$ cat config.mk
export PLATFORM = sky130hd
export DESIGN_NAME = f36_tx_arbiter
export DESIGN_NICKNAME = d
export VERILOG_FILES = /design/src/rtl/f36_pkg.sv /design/src/rtl/rr_pick.sv /design/src/rtl/f36_tx_arbiter.sv
export SDC_FILE = /design/constraint.sdc
export NUM_CORES = 1
export LEC_CHECK = 0
export ABC_CLOCK_PERIOD_IN_PS = 5100
export BUFFER_PORTS_ARGS = -buffer_cell sky130_fd_sc_hd__buf_2
export CAP_MARGIN = 20
export CORE_ASPECT_RATIO = 1.5
export CORE_MARGIN = 3
export CORE_UTILIZATION = 31
export DETAILED_ROUTE_END_ITERATION = 16
export HOLD_SLACK_MARGIN = 0.03
export PLACE_DENSITY = 0.68
export SLEW_MARGIN = 10
export SYNTH_ARGS = -nofsm -noshare
export SYNTH_HDL_FRONTEND = slang
export SYNTH_HIERARCHICAL = 1
export SYNTH_SLANG_ARGS = --single-unit
$ cat constraint.sdc
create_clock -name clk -period 5.1 [get_ports clk]
set_input_delay 0.765 -clock clk [delete_from_list [all_inputs] [get_ports clk]]
set_output_delay 0.765 -clock clk [all_outputs]
set_load 0.02 [all_outputs]
$ cat src/rtl/f36_pkg.sv
// rtl/f36_pkg.sv - f36 word field positions and tx arbiter state encoding
package f36_pkg;
  localparam int F36_SOF    = 32;
  localparam int F36_EOF    = 33;
  localparam int F36_OCC_LO = 34;

  // Word injected to close a frame whose source stalled: EOF set, no SOF, zero payload
  localparam logic [35:0] F36_ABORT_WORD = {2'b00, 1'b1, 1'b0, 32'h0};

  typedef enum logic [1:0] {
    ST_IDLE  = 2'd0,
    ST_PASS  = 2'd1,
    ST_ABORT = 2'd2
  } arb_state_e;
endpackage

$ cat src/rtl/rr_pick.sv
// rtl/rr_pick.sv - round-robin picker: first set request bit after index 'last', wrapping
module rr_pick #(
  parameter int N = 2
) (
  input  logic [N-1:0] req,
  input  logic [1:0]   last,
  output logic         valid,
  output logic [1:0]   idx
);
  logic found;

  always_comb begin
    valid = |req;
    idx   = '0;
    found = 1'b0;
    for (int k = 1; k <= N; k++) begin
      for (int i = 0; i < N; i++) begin
        if (!found && req[i] && (((int'(last) + k) % N) == i)) begin
          idx   = 2'(i);
          found = 1'b1;
        end
      end
    end
  end
endmodule

$ cat src/rtl/f36_tx_arbiter.sv
// rtl/f36_tx_arbiter.sv - shares one f36 tx link between NUM_SRC packet sources,
// switching only at frame boundaries, with a stall watchdog that force-closes frames
module f36_tx_arbiter
  import f36_pkg::*;
#(
  parameter int NUM_SRC = 2,
  parameter int TIMEOUT = 1024,
  parameter int CW      = 16
) (
  input  logic                  clk,
  input  logic                  reset_n,
  input  logic [NUM_SRC*36-1:0] in_data,
  input  logic [NUM_SRC-1:0]    in_src_rdy,
  output logic [NUM_SRC-1:0]    in_dst_rdy,
  output logic [35:0]           out_data,
  output logic                  out_src_rdy,
  input  logic                  out_dst_rdy,
  output logic [1:0]            grant,
  output logic                  busy,
  output logic                  sof_err,
  output logic                  abort,
  output logic [NUM_SRC*CW-1:0] pkt_cnt,
  output logic [CW-1:0]         abort_cnt
);
  localparam int            SW        = (TIMEOUT > 2) ? $clog2(TIMEOUT) : 1;
  localparam logic [SW-1:0] STALL_MAX = SW'((TIMEOUT > 0) ? TIMEOUT - 1 : 0);
  localparam logic          WD_EN     = (TIMEOUT > 0);
  localparam logic [1:0]    GRANT_RST = 2'(NUM_SRC - 1);

  arb_state_e    state_q, state_d;
  logic [1:0]    grant_q, grant_d;
  logic          first_q, first_d;
  logic          started_q, started_d;
  logic [SW-1:0] stall_q, stall_d;
  logic [CW-1:0] pkt_cnt_q [NUM_SRC];
  logic [CW-1:0] pkt_cnt_d [NUM_SRC];
  logic [CW-1:0] abort_cnt_q, abort_cnt_d;
  logic          sof_err_q, sof_err_d;
  logic          abort_q, abort_d;

  logic          pick_valid;
  logic [1:0]    pick_idx;
  logic [35:0]   sel_data;
  logic          sel_rdy;
  logic          xfer;

  rr_pick #(.N(NUM_SRC)) u_pick (
    .req   (in_src_rdy),
    .last  (grant_q),
    .valid (pick_valid),
    .idx   (pick_idx)
  );

  always_comb begin
    sel_data = '0;
    sel_rdy  = 1'b0;
    for (int i = 0; i < NUM_SRC; i++) begin
      if (grant_q == 2'(i)) begin
        sel_data = in_data[36*i +: 36];
        sel_rdy  = in_src_rdy[i];
      end
    end
  end

  always_comb begin
    out_data    = '0;
    out_src_rdy = 1'b0;
    in_dst_rdy  = '0;
    case (state_q)
      ST_PASS: begin
        out_data    = sel_data;
        out_src_rdy = sel_rdy;
        for (int i = 0; i < NUM_SRC; i++) begin
          in_dst_rdy[i] = (grant_q == 2'(i)) && out_dst_rdy;
        end
      end
      ST_ABORT: begin
        out_data    = F36_ABORT_WORD;
        out_src_rdy = 1'b1;
      end
      default: ;
    endcase
  end

  assign xfer = (state_q == ST_PASS) && sel_rdy && out_dst_rdy;

  always_comb begin
    state_d     = state_q;
    grant_d     = grant_q;
    first_d     = first_q;
    started_d   = started_q;
    stall_d     = stall_q;
    pkt_cnt_d   = pkt_cnt_q;
    abort_cnt_d = abort_cnt_q;
    sof_err_d   = 1'b0;
    abort_d     = 1'b0;
    case (state_q)
      ST_IDLE: begin
        if (pick_valid) begin
          grant_d   = pick_idx;
          state_d   = ST_PASS;
          first_d   = 1'b1;
          started_d = 1'b0;
          stall_d   = '0;
        end
      end
      ST_PASS: begin
        if (xfer) begin
          first_d   = 1'b0;
          started_d = 1'b1;
          stall_d   = '0;
          if (first_q && !sel_data[F36_SOF]) sof_err_d = 1'b1;
          if (sel_data[F36_EOF]) begin
            state_d = ST_IDLE;
            for (int i = 0; i < NUM_SRC; i++) begin
              if (grant_q == 2'(i)) pkt_cnt_d[i] = pkt_cnt_q[i] + CW'(1);
            end
          end
        // Only a silent source counts as stalled; downstream backpressure never does
        end else if (WD_EN && started_q && !sel_rdy) begin
          if (stall_q == STALL_MAX) state_d = ST_ABORT;
          else                      stall_d = stall_q + SW'(1);
        end
      end
      ST_ABORT: begin
        if (out_dst_rdy) begin
          abort_d     = 1'b1;
          abort_cnt_d = abort_cnt_q + CW'(1);
          state_d     = ST_IDLE;
        end
      end
      default: state_d = ST_IDLE;
    endcase
  end

  always_ff @(posedge clk or negedge reset_n) begin
    if (!reset_n) begin
      state_q     <= ST_IDLE;
      grant_q     <= GRANT_RST;
      first_q     <= 1'b0;
      started_q   <= 1'b0;
      stall_q     <= '0;
      abort_cnt_q <= '0;
      sof_err_q   <= 1'b0;
      abort_q     <= 1'b0;
      for (int i = 0; i < NUM_SRC; i++) pkt_cnt_q[i] <= '0;
    end else begin
      state_q     <= state_d;
      grant_q     <= grant_d;
      first_q     <= first_d;
      started_q   <= started_d;
      stall_q     <= stall_d;
      abort_cnt_q <= abort_cnt_d;
      sof_err_q   <= sof_err_d;
      abort_q     <= abort_d;
      pkt_cnt_q   <= pkt_cnt_d;
    end
  end

  assign grant     = grant_q;
  assign busy      = (state_q != ST_IDLE);
  assign sof_err   = sof_err_q;
  assign abort     = abort_q;
  assign abort_cnt = abort_cnt_q;

  for (genvar g = 0; g < NUM_SRC; g++) begin : g_pkt_cnt
    assign pkt_cnt[CW*g +: CW] = pkt_cnt_q[g];
  end
endmodule

==> results of run 1 <==
==> logic make-up (layout without fill, tap and decap cells) <==
family / count (synthesis) / after routing
muxes: 45 / 45
DFF: 66 / 66
adders and majority gates: 8 / 8
xor gates and xnor gates: 45 / 45
buffers and inverters: 20 / 194
AOI/OAI and AO/OA: 36 / 36
other: 1 / 1
and+or+nand+nor: 155 / 155
==> path summary, 6_finish.rpt <==
check | cells past startpoint | startpoint | endpoint
max in group asynchronous | 2 | reset_n | abort_cnt[11]$_DFFE_PN0P_
worst min-delay path | 1 | reset_n | pkt_cnt[14]$_DFFE_PN0P_
worst max register to register | 5 | grant[0]$_DFFE_PN1P_ | stall_q[9]$_DFFE_PN0P_
worst min register to register | 1 | pkt_cnt[15]$_DFFE_PN0P_ | pkt_cnt[15]$_DFFE_PN0P_
worst max-delay path | 7 | state_q[1]$_DFFE_PN0P_ | out_data[5]
min in group clk | 1 | pkt_cnt[15]$_DFFE_PN0P_ | pkt_cnt[15]$_DFFE_PN0P_
==> metal layers <==
metal  GRT usage, %  vias to the layer above  wire length (microns)
li1               -                     1645                      -
met1           17.6                     1589                   4060
met2           28.6                      168                   5320
met3           3.82                       13                    944
met4           6.45                        0                    232
met5              0                        -                      0
==> per-stage QoR <==
stage                     hold WS [ns]  instances  total power (W)
after floorplan                  0.450        376          0.00120
after global placement           0.458        683          0.00142
after detailed placement         0.463        683          0.00144
after CTS                        0.353        699          0.00200
after global routing             0.362        700          0.00211
final                            0.352        700          0.00199
==> final cells by class <==
type                       instances  area [sq um]  area share, %
multi-input combinational        290          1970           39.6
sequential                        66          1650           33.2
timing repair buffer             171           871           17.5
clock buffer                       9           225           4.52
tap                              150           188           3.77
clock inverter                     7          46.3          0.930
inverter                           7          26.3          0.528
==> cells in the mapped netlist, drive strengths merged <==
cell	instances
dfrtp	65
nor2	50
mux2i	36
xnor2	34
nand2	29
nand3	19
o21ai	17
nand4	16
xor2	11
a21oi	9
mux2	9
ha	8
nor3	8
and3	7
buf	7
inv	7
nand2b	7
and2	6
clkbuf	6
and4	3
o31ai	3
or3	3
nor2b	2
o41ai	2
a21boi	1
a221oi	1
a22oi	1
and2b	1
and4b	1
conb	1
dfstp	1
nor4bb	1
o211a	1
o21a	1
or2	1
or4	1
==> worst max-delay path: cells and delay by family (launching register included) <==
family / cells / cell delay [ns]
fa+ha+maj: 1 / 0.40
buf+inv: 3 / 0.67
flops: 1 / 0.40
simple gates: 3 / 0.96
==> registers in the layout, summed over array words and instances (netlist names) <==
signal	cells
abort_cnt	16
first_q	1
state_q	2
grant	2
sof_err	1
stall_q	10
started_q	1
pkt_cnt	32
abort	1
==> power by group through the flow <==
stage,logic (W),clock network [W],registers [W]
4_1_cts,0.000779,0.000566,0.000657
3_3_place_gp,0.000761,0,0.000663
2_1_floorplan,0.000563,0,0.000635
5_1_grt,0.000848,0.000592,0.000667
3_5_place_dp,0.000776,0,0.000666
6_report,0.000780,0.000551,0.000658
==> metrics.txt, run 1 <==
# TYPE chip_impl_metric gauge
chip_impl_metric{name="die_h",unit="microns"} 140
chip_impl_metric{name="worst_skew_pair.late_latency",unit="ns"} 0.32
chip_impl_metric{name="drt-total-wl",unit="microns"} 10600
chip_impl_metric{name="die_x",unit="microns"} 95.4
chip_impl_info{name="status",value="finished clean"} 1
chip_impl_metric{name="report.final.slew_viol_count",unit=""} 0
chip_impl_metric{name="route.vias.total",unit=""} 3415
chip_impl_metric{name="cts_h_tree_depth",unit=""} 3
chip_impl_metric{name="timing.final.crit_share",unit="%"} 69.1
chip_impl_metric{name="grt_use_total",unit="%"} 15.9
chip_impl_metric{name="mappedNetlistArea",unit="sq um"} 3720
chip_impl_metric{name="dp_hpwl",unit="microns"} 8440
chip_impl_metric{name="power_frac_clock",unit="%"} 27.7
chip_impl_metric{name="worst_slew_margin_rel",unit="%"} 52.1
chip_impl_metric{name="synthesis_stage_register_bit_count",unit=""} 66
chip_impl_metric{name="antenna_found_initial",unit=""} 0
chip_impl_metric{name="number_of_max_cap_violations",unit=""} 0
chip_impl_metric{name="synth_area_per_cell",unit="sq um"} 9.88
chip_impl_metric{name="post_synth_mux_area_share",unit="%"} 12.9
chip_impl_metric{name="floorplan.die_area",unit="sq um"} 13400
chip_impl_metric{name="wl_per_cell",unit="microns"} 15.1
chip_impl_metric{name="grt_pass1_vias",unit=""} 3471
chip_impl_metric{name="setup_total_negative_slack",unit="ns"} 0
chip_impl_info{name="ys_top_cells_by_area",value="dfrtp_1 44%, mux2i_1 9.4%, xnor2_1 8.0%"} 1
chip_impl_metric{name="worstMarginPinSlew",unit="ns"} 0.717
chip_impl_metric{name="ctsLongestPathBuffers",unit=""} 2
chip_impl_metric{name="detail_route.drc_violations",unit=""} 0
chip_impl_info{name="cp_cell_sequence",value="inv_1 > ha_1 > and2b_1 > nand2_1 > buf_8 > nor2_1 > buf_2"} 1
chip_impl_metric{name="setup.reg_to_reg.worst_slack",unit="ns"} 2.56
chip_impl_metric{name="clock_sinks",unit=""} 66
chip_impl_metric{name="max_freq",unit="GHz"} 0.284
chip_impl_metric{name="cts_buffers",unit=""} 9
chip_impl_metric{name="row_count",unit=""} 48
chip_impl_info{name="clock_tree_from_tritoncts",value="done"} 1
chip_impl_metric{name="synth.yosys.seq_area_share",unit="%"} 44.5
chip_impl_metric{name="power.density_cell_area",unit="nW/um^2"} 399
chip_impl_metric{name="ios",unit=""} 169
chip_impl_metric{name="fin_skew",unit="ns"} 0.00578
chip_impl_metric{name="worstPathMaxFanout",unit=""} 20
chip_impl_info{name="critPathCaptureType",value="output pin"} 1
chip_impl_metric{name="synth-compound-area-share",unit="%"} 6.30
chip_impl_metric{name="clkTransAtPathRegs",unit="ns"} 0.06
chip_impl_metric{name="antenna-diode-count",unit=""} 0
chip_impl_info{name="hp-class",value="input port to async pin"} 1
chip_impl_metric{name="critical_path_required",unit="ns"} 4.34
chip_impl_metric{name="finalInstanceArea",unit="sq um"} 4980
chip_impl_metric{name="area_growth_from_synthesis_to_layout",unit="%"} 34.0
chip_impl_metric{name="worst_ep_arrival_time",unit="ns"} 2.76
chip_impl_metric{name="setup_ws",unit="ns"} 1.57
chip_impl_metric{name="synth-xor-area-share",unit="%"} 10.6
chip_impl_metric{name="maximum_number_of_pins_on_one_net_before_global_route_repair",unit=""} 51
chip_impl_info{name="timing_worst_setup_path_type",value="flip-flop to output pin"} 1
chip_impl_metric{name="final_util",unit="%"} 43.0
chip_impl_metric{name="postPlaceCellArea",unit="sq um"} 4690
chip_impl_metric{name="vdd.ir_drop.worst",unit="uV"} 198
chip_impl_metric{name="drt_first_iter_violations",unit=""} 207
chip_impl_metric{name="cts.repair_timing.setup_buffer_count",unit=""} 0
chip_impl_info{name="clock_tree.root_cell",value="clkbuf_16"} 1
chip_impl_metric{name="yosys.area_share.adder",unit="%"} 2.69
chip_impl_metric{name="fillers",unit=""} 1118
chip_impl_metric{name="timing.final.setup_violations",unit=""} 0
chip_impl_metric{name="post_cts_resized",unit=""} 0
chip_impl_metric{name="fin_nets",unit=""} 630
chip_impl_metric{name="post_synthesis_cells",unit=""} 376
chip_impl_info{name="most-common-layout-cells",value="168 x buf_2, 65 x dfrtp_1, 50 x nor2_1"} 1
chip_impl_info{name="grt_setup_unrepaired",value="no"} 1
chip_impl_metric{name="p_leak",unit="nW"} 2.60
chip_impl_metric{name="io_buffers",unit=""} 168
chip_impl_metric{name="finalWorstPathRequiredPeriod",unit="ns"} 3.53
chip_impl_info{name="kind_of_launch_point_of_the_worst_setup_path",value="flip-flop"} 1
chip_impl_metric{name="power_frac_comb",unit="%"} 39.2
chip_impl_metric{name="synth_cell_type_count",unit=""} 44
chip_impl_metric{name="dr.pass1.iters",unit=""} 4
chip_impl_info{name="most_frequent_standard_cell_in_the_layout_excluding_fill_and_tap_cells",value="buf_2"} 1
chip_impl_metric{name="ys_warn_count",unit=""} 6
chip_impl_metric{name="avgViaCountPerCell",unit=""} 4.88
chip_impl_metric{name="cts_hold_buf",unit=""} 0
chip_impl_metric{name="critical_path.max_stage_delay",unit="ns"} 0.45
chip_impl_metric{name="synth-simple-area-share",unit="%"} 20.5
chip_impl_metric{name="post_route_cells_drive_above_1_share",unit="%"} 36.5
chip_impl_info{name="synth_top_family_by_area",value="simple AND/OR/NAND/NOR gates"} 1
chip_impl_metric{name="finalHoldViolCount",unit=""} 0
chip_impl_metric{name="yosysTopAreaCellShare",unit="%"} 43.8
chip_impl_metric{name="swShare",unit="%"} 39.5
chip_impl_metric{name="cellInternalPower",unit="W"} 0.00120
chip_impl_metric{name="placeableCoreArea",unit="sq um"} 11600
chip_impl_metric{name="grt_pass1_wl",unit="microns"} 16500
chip_impl_info{name="slowest_cp_cell",value="nand2_1"} 1
chip_impl_metric{name="preCtsSetupSlack",unit="ns"} 1.77
chip_impl_metric{name="detail-route-antenna-nets",unit=""} 0
chip_impl_metric{name="grt_overflow_total",unit=""} 0
chip_impl_metric{name="switching_power",unit="W"} 0.000785
chip_impl_metric{name="p_seq_share",unit="%"} 33.1
chip_impl_metric{name="place_congestion",unit=""} 0.848
chip_impl_metric{name="syn-num-nets",unit=""} 461
chip_impl_info{name="synth_top_cell_by_area",value="dfrtp_1"} 1
chip_impl_metric{name="start_util",unit="%"} 32.1
Note: power is estimated with default switching activity, not from simulation.
==> run 2: changes to the inputs <==
--- a/config.mk
+++ b/config.mk
@@ -5,7 +5,7 @@
 export SDC_FILE = /design/constraint.sdc
 export NUM_CORES = 1
 export LEC_CHECK = 0
-export ABC_CLOCK_PERIOD_IN_PS = 5100
+export ABC_CLOCK_PERIOD_IN_PS = 3000
 export BUFFER_PORTS_ARGS = -buffer_cell sky130_fd_sc_hd__buf_2
 export CAP_MARGIN = 20
 export CORE_ASPECT_RATIO = 1.5
@@ -13,7 +13,7 @@
 export CORE_UTILIZATION = 31
 export DETAILED_ROUTE_END_ITERATION = 16
 export HOLD_SLACK_MARGIN = 0.03
-export PLACE_DENSITY = 0.68
+export PLACE_DENSITY = 0.7
 export SLEW_MARGIN = 10
 export SYNTH_ARGS = -nofsm -noshare
 export SYNTH_HDL_FRONTEND = slang
==> constraint.sdc (replaced) <==
create_clock -name clk -period 3 [get_ports clk]
set_input_delay 0.45 -clock clk [delete_from_list [all_inputs] [get_ports clk]]
set_output_delay 0.45 -clock clk [all_outputs]
set_load 0.02 [all_outputs]
==> run 2 against run 1 <==
Net effect:
- global-route usage up 0.73 points
- non-clock buffer count up 1
- critical path type unchanged
- largest cell class unchanged
- combinational power up 77%
- highest routed layer unchanged
==> metrics.txt, run 2 (synthesis results as in run 1) <==
# TYPE chip_impl_metric gauge
chip_impl_metric{name="start_util",unit="%"} 32.1
chip_impl_info{name="most_frequent_standard_cell_in_the_layout_excluding_fill_and_tap_cells",value="buf_2"} 1
chip_impl_metric{name="timing.final.setup_violations",unit=""} 0
chip_impl_metric{name="area_growth_from_synthesis_to_layout",unit="%"} 34.9
chip_impl_metric{name="ctsLongestPathBuffers",unit=""} 2
chip_impl_metric{name="drt-total-wl",unit="microns"} 10800
chip_impl_info{name="clock_tree_from_tritoncts",value="done"} 1
chip_impl_metric{name="grt_pass1_vias",unit=""} 3501
chip_impl_metric{name="maximum_number_of_pins_on_one_net_before_global_route_repair",unit=""} 40
chip_impl_metric{name="largest_register_ff_count",unit=""} 32
chip_impl_metric{name="worstPathMaxFanout",unit=""} 29
chip_impl_metric{name="final_util",unit="%"} 43.3
chip_impl_info{name="slowest_cp_cell",value="ha_1"} 1
chip_impl_info{name="status",value="finished clean"} 1
chip_impl_metric{name="cts.repair_timing.setup_buffer_count",unit=""} 0
chip_impl_metric{name="worst_skew_pair.late_latency",unit="ns"} 0.33
chip_impl_metric{name="wl_per_cell",unit="microns"} 15.5
chip_impl_metric{name="finalHoldViolCount",unit=""} 0
chip_impl_metric{name="fin_worst_hold_slack",unit="ns"} 0.112
chip_impl_info{name="kind_of_launch_point_of_the_worst_setup_path",value="flip-flop"} 1
chip_impl_metric{name="row_count",unit=""} 48
chip_impl_metric{name="power.density_cell_area",unit="nW/um^2"} 695
chip_impl_metric{name="report.final.slew_viol_count",unit=""} 0
chip_impl_info{name="hp-class",value="input port to async pin"} 1
chip_impl_metric{name="antenna_found_initial",unit=""} 0
chip_impl_metric{name="place_congestion",unit=""} 0.846
chip_impl_metric{name="detail_route.drc_violations",unit=""} 0
chip_impl_metric{name="worst_slew_margin_rel",unit="%"} 61.7
chip_impl_metric{name="placedCellCount",unit=""} 685
chip_impl_metric{name="route.vias.total",unit=""} 3416
chip_impl_metric{name="post_cts_resized",unit=""} 0
chip_impl_metric{name="switching_power",unit="W"} 0.00131
chip_impl_info{name="most-common-layout-cells",value="168 x buf_2, 65 x dfrtp_1, 50 x nor2_1"} 1
chip_impl_metric{name="clock_sinks",unit=""} 66
chip_impl_metric{name="die_x",unit="microns"} 95.4
chip_impl_metric{name="cellInternalPower",unit="W"} 0.00218
chip_impl_metric{name="fin_skew",unit="ns"} 0.00780
chip_impl_metric{name="detail-route-antenna-nets",unit=""} 0
chip_impl_metric{name="fillers",unit=""} 1088
chip_impl_metric{name="worst_ep_arrival_time",unit="ns"} 2.27
chip_impl_metric{name="clkTransAtPathRegs",unit="ns"} 0.05
chip_impl_metric{name="p_seq_share",unit="%"} 30.6
chip_impl_metric{name="floorplan.die_area",unit="sq um"} 13400
chip_impl_metric{name="multi_input_area",unit="sq um"} 1970
chip_impl_metric{name="antenna-diode-count",unit=""} 0
chip_impl_info{name="cp_cell_sequence",value="inv_1 > ha_1 > and2b_1 > nand2_1 > buf_4 > nor2_1 > buf_2"} 1
chip_impl_metric{name="post_route_cells_drive_above_1_share",unit="%"} 36.2
chip_impl_metric{name="critical_path.max_stage_delay",unit="ns"} 0.41
chip_impl_metric{name="swShare",unit="%"} 37.5
chip_impl_metric{name="grt_use_total",unit="%"} 16.7
chip_impl_metric{name="finalNonFillerCells",unit=""} 699
chip_impl_metric{name="regArea",unit="sq um"} 1650
chip_impl_metric{name="cts_hold_buf",unit=""} 0
chip_impl_metric{name="p_leak",unit="nW"} 2.62
chip_impl_info{name="grt_setup_unrepaired",value="no"} 1
chip_impl_metric{name="power_frac_clock",unit="%"} 29.7
chip_impl_metric{name="setup_total_negative_slack",unit="ns"} 0
chip_impl_metric{name="fin_nets",unit=""} 631
chip_impl_metric{name="critical_path_required",unit="ns"} 2.55
chip_impl_metric{name="dp_hpwl",unit="microns"} 8760
chip_impl_metric{name="avgViaCountPerCell",unit=""} 4.89
chip_impl_metric{name="die_h",unit="microns"} 140
chip_impl_metric{name="timing.final.crit_share",unit="%"} 90.7
chip_impl_info{name="timing_worst_setup_path_type",value="flip-flop to output pin"} 1
chip_impl_metric{name="power_frac_comb",unit="%"} 39.6
chip_impl_metric{name="vdd.ir_drop.worst",unit="uV"} 266
chip_impl_metric{name="setup.reg_to_reg.worst_slack",unit="ns"} 0.60
chip_impl_metric{name="grt_pass1_wl",unit="microns"} 17300
chip_impl_metric{name="grt_overflow_total",unit=""} 0
chip_impl_metric{name="max_freq",unit="GHz"} 0.367
chip_impl_metric{name="drt_first_iter_violations",unit=""} 246
chip_impl_info{name="clock_tree.root_cell",value="clkbuf_16"} 1
chip_impl_metric{name="finalWorstPathRequiredPeriod",unit="ns"} 2.72
chip_impl_metric{name="placeableCoreArea",unit="sq um"} 11600
chip_impl_metric{name="cts_buffers",unit=""} 9
chip_impl_metric{name="worstMarginPinSlew",unit="ns"} 0.575
chip_impl_metric{name="io_buffers",unit=""} 168
chip_impl_metric{name="cts_h_tree_depth",unit=""} 3
chip_impl_metric{name="ios",unit=""} 169
chip_impl_info{name="critPathCaptureType",value="output pin"} 1
chip_impl_metric{name="number_of_max_cap_violations",unit=""} 0
chip_impl_metric{name="dr.pass1.iters",unit=""} 4
==> run 2: cell count changes in the layout (fill, tap and decap cells not counted), sizes merged <==
cell	before	now
buf	171	172
clkinvlp	3	1
clkbuf	9	12
clkinv	4	0
bufinv	0	1
==> run 2: worst max-delay path, delay by kind of cell (launching register included) <==
kind,cells,cell delay (ns)
adder cells (fa/ha/maj),1,0.41
buffers and inverters,3,0.56
AND/OR/NAND/NOR,3,0.57
flip-flops,1,0.39
==> run 2: through the flow <==
stage / setup slack [ns] / total power [W] / cell area, sq um
CTS: 0.298 / 0.00352 / 5010
floorplan: 0.695 / 0.00204 / 3720
detailed placement: 0.648 / 0.00247 / 4720
global placement: 0.731 / 0.00244 / 4720
global route: 0.109 / 0.00368 / 5010
finish: 0.278 / 0.00349 / 5010
==> run 2: power by group through the flow <==
stage | combinational, W | sequential, W | clock (W)
detailed placement | 0.00139 | 0.00108 | 0
finish | 0.00138 | 0.00107 | 0.00104
CTS | 0.00139 | 0.00107 | 0.00106
global placement | 0.00137 | 0.00108 | 0
global route | 0.00150 | 0.00108 | 0.00110
floorplan | 0.000957 | 0.00108 | 0
==> run 2: path summary, 6_finish.rpt <==
| path | from | endpoint | cells past startpoint |
|---|---|---|---|
| min in group clk | pkt_cnt[15]$_DFFE_PN0P_ | pkt_cnt[15]$_DFFE_PN0P_ | 1 |
| min reg2reg | pkt_cnt[15]$_DFFE_PN0P_ | pkt_cnt[15]$_DFFE_PN0P_ | 1 |
| max in group asynchronous | reset_n | abort_cnt[9]$_DFFE_PN0P_ | 2 |
| min | reset_n | pkt_cnt[21]$_DFFE_PN0P_ | 1 |
| max | state_q[1]$_DFFE_PN0P_ | out_data[21] | 7 |
| max reg2reg | state_q[1]$_DFFE_PN0P_ | pkt_cnt[28]$_DFFE_PN0P_ | 7 |
==> run 2: area by class of cell <==
cell class / instances / area share, %
clock buffer: 12 / 5.11
clock inverter: 2 / 0.749
inverter: 7 / 0.524
multi-input combinational: 290 / 39.3
sequential: 66 / 33.0
tap: 150 / 3.74
timing repair buffer: 172 / 17.6
==> run 2: routing by layer <==
layer  routed length, microns  vias up  GRT usage [%]
met5                        0        -              0
met4                      215        0           5.92
met3                      906       16           3.71
met2                     5660      182           30.4
met1                     4040     1579           18.5
li1                         -     1639              -
==> run 3: changes to the inputs <==
--- a/config.mk
+++ b/config.mk
@@ -13,7 +13,6 @@
 export CORE_UTILIZATION = 31
 export DETAILED_ROUTE_END_ITERATION = 16
 export HOLD_SLACK_MARGIN = 0.03
-export PLACE_DENSITY = 0.7
 export SLEW_MARGIN = 10
 export SYNTH_ARGS = -nofsm -noshare
 export SYNTH_HDL_FRONTEND = slang
==> run 3 against run 2 <==
Net effect:
- first-iteration DRC count is 8.5% lower
- sequential share of layout area is 0.057 points lower
- die area stayed put
- clock power is 4% higher
- global-route usage is 0.40 points lower
- sequential cell count stayed put
- cell area is 0.17% higher
- clock skew is 0.0021 ns lower
- largest cell class unchanged
- sequential power hardly changed
==> metrics.txt, run 3 (synthesis results as in run 1) <==
# TYPE chip_impl_metric gauge
chip_impl_metric{name="worstMarginPinSlew",unit="ns"} 0.836
chip_impl_metric{name="io_buffers",unit=""} 168
chip_impl_metric{name="detail_route.drc_violations",unit=""} 0
chip_impl_metric{name="fin_nets",unit=""} 631
chip_impl_info{name="clock_tree_from_tritoncts",value="done"} 1
chip_impl_metric{name="max_freq",unit="GHz"} 0.370
chip_impl_metric{name="dp_hpwl",unit="microns"} 8450
chip_impl_metric{name="grt_overflow_total",unit=""} 0
chip_impl_metric{name="antenna-diode-count",unit=""} 0
chip_impl_metric{name="clock_sinks",unit=""} 66
chip_impl_metric{name="ios",unit=""} 169
chip_impl_metric{name="swShare",unit="%"} 37.8
chip_impl_metric{name="place_congestion",unit=""} 0.881
chip_impl_metric{name="timing.final.crit_share",unit="%"} 90.0
chip_impl_metric{name="drt_first_iter_violations",unit=""} 225
chip_impl_metric{name="largest_register_ff_count",unit=""} 32
chip_impl_metric{name="cts_hold_buf",unit=""} 0
chip_impl_info{name="clock_tree.root_cell",value="clkbuf_16"} 1
chip_impl_metric{name="fin_skew",unit="ns"} 0.00569
chip_impl_metric{name="die_x",unit="microns"} 95.4
chip_impl_metric{name="worstPathMaxFanout",unit=""} 30
chip_impl_info{name="critPathCaptureType",value="output pin"} 1
chip_impl_metric{name="power_frac_comb",unit="%"} 38.4
chip_impl_info{name="most-common-layout-cells",value="168 x buf_2, 65 x dfrtp_1, 50 x nor2_1"} 1
chip_impl_info{name="crit-reg2reg-launch",value="state_q[1]$_DFFE_PN0P_"} 1
chip_impl_metric{name="vdd.ir_drop.worst",unit="uV"} 383
chip_impl_metric{name="power_frac_clock",unit="%"} 30.8
chip_impl_metric{name="die_h",unit="microns"} 140
chip_impl_metric{name="power.density_cell_area",unit="nW/um^2"} 698
chip_impl_metric{name="setup_total_negative_slack",unit="ns"} 0
chip_impl_metric{name="switching_power",unit="W"} 0.00133
chip_impl_info{name="hp-class",value="input port to async pin"} 1
chip_impl_metric{name="fillers",unit=""} 1137
chip_impl_metric{name="finalHoldViolCount",unit=""} 0
chip_impl_metric{name="dr.pass1.iters",unit=""} 4
chip_impl_metric{name="post-layout-total-power",unit="W"} 0.00351
chip_impl_metric{name="critical_path_required",unit="ns"} 2.55
chip_impl_metric{name="placeableCoreArea",unit="sq um"} 11600
chip_impl_metric{name="grt_pass1_vias",unit=""} 3428
chip_impl_info{name="regToRegEndpoint",value="pkt_cnt[30]$_DFFE_PN0P_"} 1
chip_impl_info{name="grt_setup_unrepaired",value="no"} 1
chip_impl_metric{name="wl_per_cell",unit="microns"} 15.1
chip_impl_metric{name="post_route_cells_drive_above_1_share",unit="%"} 36.7
chip_impl_metric{name="floorplan.die_area",unit="sq um"} 13400
chip_impl_info{name="status",value="finished clean"} 1
chip_impl_metric{name="ctsLongestPathBuffers",unit=""} 2
chip_impl_metric{name="row_count",unit=""} 48
chip_impl_info{name="slowest_cp_cell",value="ha_1"} 1
chip_impl_metric{name="route.vias.total",unit=""} 3427
chip_impl_metric{name="maximum_number_of_pins_on_one_net_before_global_route_repair",unit=""} 67
chip_impl_metric{name="post_cts_resized",unit=""} 0
chip_impl_metric{name="report.final.slew_viol_count",unit=""} 0
chip_impl_metric{name="drt-total-wl",unit="microns"} 10600
chip_impl_metric{name="number_of_max_cap_violations",unit=""} 0
chip_impl_metric{name="path_buf_inv",unit=""} 3
chip_impl_metric{name="timing.final.setup_violations",unit=""} 0
chip_impl_metric{name="finalWorstPathRequiredPeriod",unit="ns"} 2.70
chip_impl_metric{name="grt_pass1_wl",unit="microns"} 17000
chip_impl_info{name="most_frequent_standard_cell_in_the_layout_excluding_fill_and_tap_cells",value="buf_2"} 1
chip_impl_metric{name="p_leak",unit="nW"} 2.62
chip_impl_metric{name="start_util",unit="%"} 32.1
chip_impl_metric{name="worst_ep_arrival_time",unit="ns"} 2.25
chip_impl_metric{name="p_seq_share",unit="%"} 30.8
chip_impl_info{name="kind_of_launch_point_of_the_worst_setup_path",value="flip-flop"} 1
chip_impl_metric{name="worst_slew_margin_rel",unit="%"} 44.2
chip_impl_info{name="cp_cell_sequence",value="inv_1 > ha_1 > and2b_1 > nand2_1 > buf_4 > nor2_1 > buf_2"} 1
chip_impl_metric{name="worst_r2r_path_depth",unit=""} 7
chip_impl_metric{name="clkTransAtPathRegs",unit="ns"} 0.06
chip_impl_metric{name="cts.repair_timing.setup_buffer_count",unit=""} 0
chip_impl_metric{name="setup.reg_to_reg.worst_slack",unit="ns"} 0.64
chip_impl_info{name="critical-path-top-delay-family",value="simple AND/OR/NAND/NOR gates"} 1
chip_impl_metric{name="antenna_found_initial",unit=""} 0
chip_impl_metric{name="cts_buffers",unit=""} 9
chip_impl_metric{name="critical_path.max_stage_delay",unit="ns"} 0.41
chip_impl_info{name="timing_worst_setup_path_type",value="flip-flop to output pin"} 1
chip_impl_metric{name="avgViaCountPerCell",unit=""} 4.89
chip_impl_metric{name="cts_h_tree_depth",unit=""} 3
chip_impl_metric{name="area_growth_from_synthesis_to_layout",unit="%"} 35.2
chip_impl_metric{name="grt_use_total",unit="%"} 16.3
chip_impl_metric{name="detail-route-antenna-nets",unit=""} 0
chip_impl_metric{name="cellInternalPower",unit="W"} 0.00218
chip_impl_metric{name="worst_skew_pair.late_latency",unit="ns"} 0.33
[run 3: how the worst max path moves through the flow]
stage | start | to | slack (ns) | cells past startpoint
finish | state_q[1]$_DFFE_PN0P_ | out_data[34] | 0.30 | 7
global route | state_q[1]$_DFFE_PN0P_ | out_data[23] | 0.09 | 7
CTS | state_q[1]$_DFFE_PN0P_ | out_data[34] | 0.30 | 7
detailed placement | state_q[1]$_DFFE_PN0P_ | out_data[34] | 0.67 | 7
global placement | state_q[1]$_DFFE_PN0P_ | pkt_cnt[1]$_DFFE_PN0P_ | 0.71 | 6
floorplan | grant[0]$_DFFE_PN1P_ | out_data[10] | 0.70 | 5
[run 3: power groups by stage]
stage / logic, W / registers [W] / clock network, W
2_1_floorplan: 0.000957 / 0.00108 / 0
3_3_place_gp: 0.00134 / 0.00109 / 0
3_5_place_dp: 0.00136 / 0.00110 / 0
4_1_cts: 0.00136 / 0.00108 / 0.00111
5_1_grt: 0.00147 / 0.00110 / 0.00114
6_report: 0.00135 / 0.00108 / 0.00108
[run 3: routing by layer]
metal / global-route usage, % / share of wire (%)
met5: 0 / 0
met4: 6.07 / 1.8
met3: 3.12 / 8.1
met2: 29.3 / 52
met1: 18.6 / 38
[run 3: metrics by stage]
| step | setup WS [ns] | area [sq um] | util [%] | hold WS (ns) | cells |
|---|---|---|---|---|---|
| 2_1_floorplan | 0.695 | 3720 | - | 0.154 | 376 |
| 3_3_place_gp | 0.709 | 4710 | 40.6 | 0.458 | 685 |
| 3_5_place_dp | 0.673 | 4710 | 40.6 | 0.461 | 685 |
| 4_1_cts | 0.300 | 5020 | 43.3 | 0.336 | 701 |
| 5_1_grt | 0.0936 | 5020 | 43.3 | 0.375 | 701 |
| 6_report | 0.299 | 5020 | 43.3 | 0.300 | 701 |
[run 3: layout make-up]
class	count	area (sq um)	area share (%)
Timing Repair Buffer	172	871	17.3
Sequential cell	66	1650	32.9
Clock buffer	11	253	5.03
Tap cell	150	188	3.74
Inverter	7	26.3	0.523
Multi-Input combinational cell	290	1970	39.2
Clock inverter	5	62.6	1.25
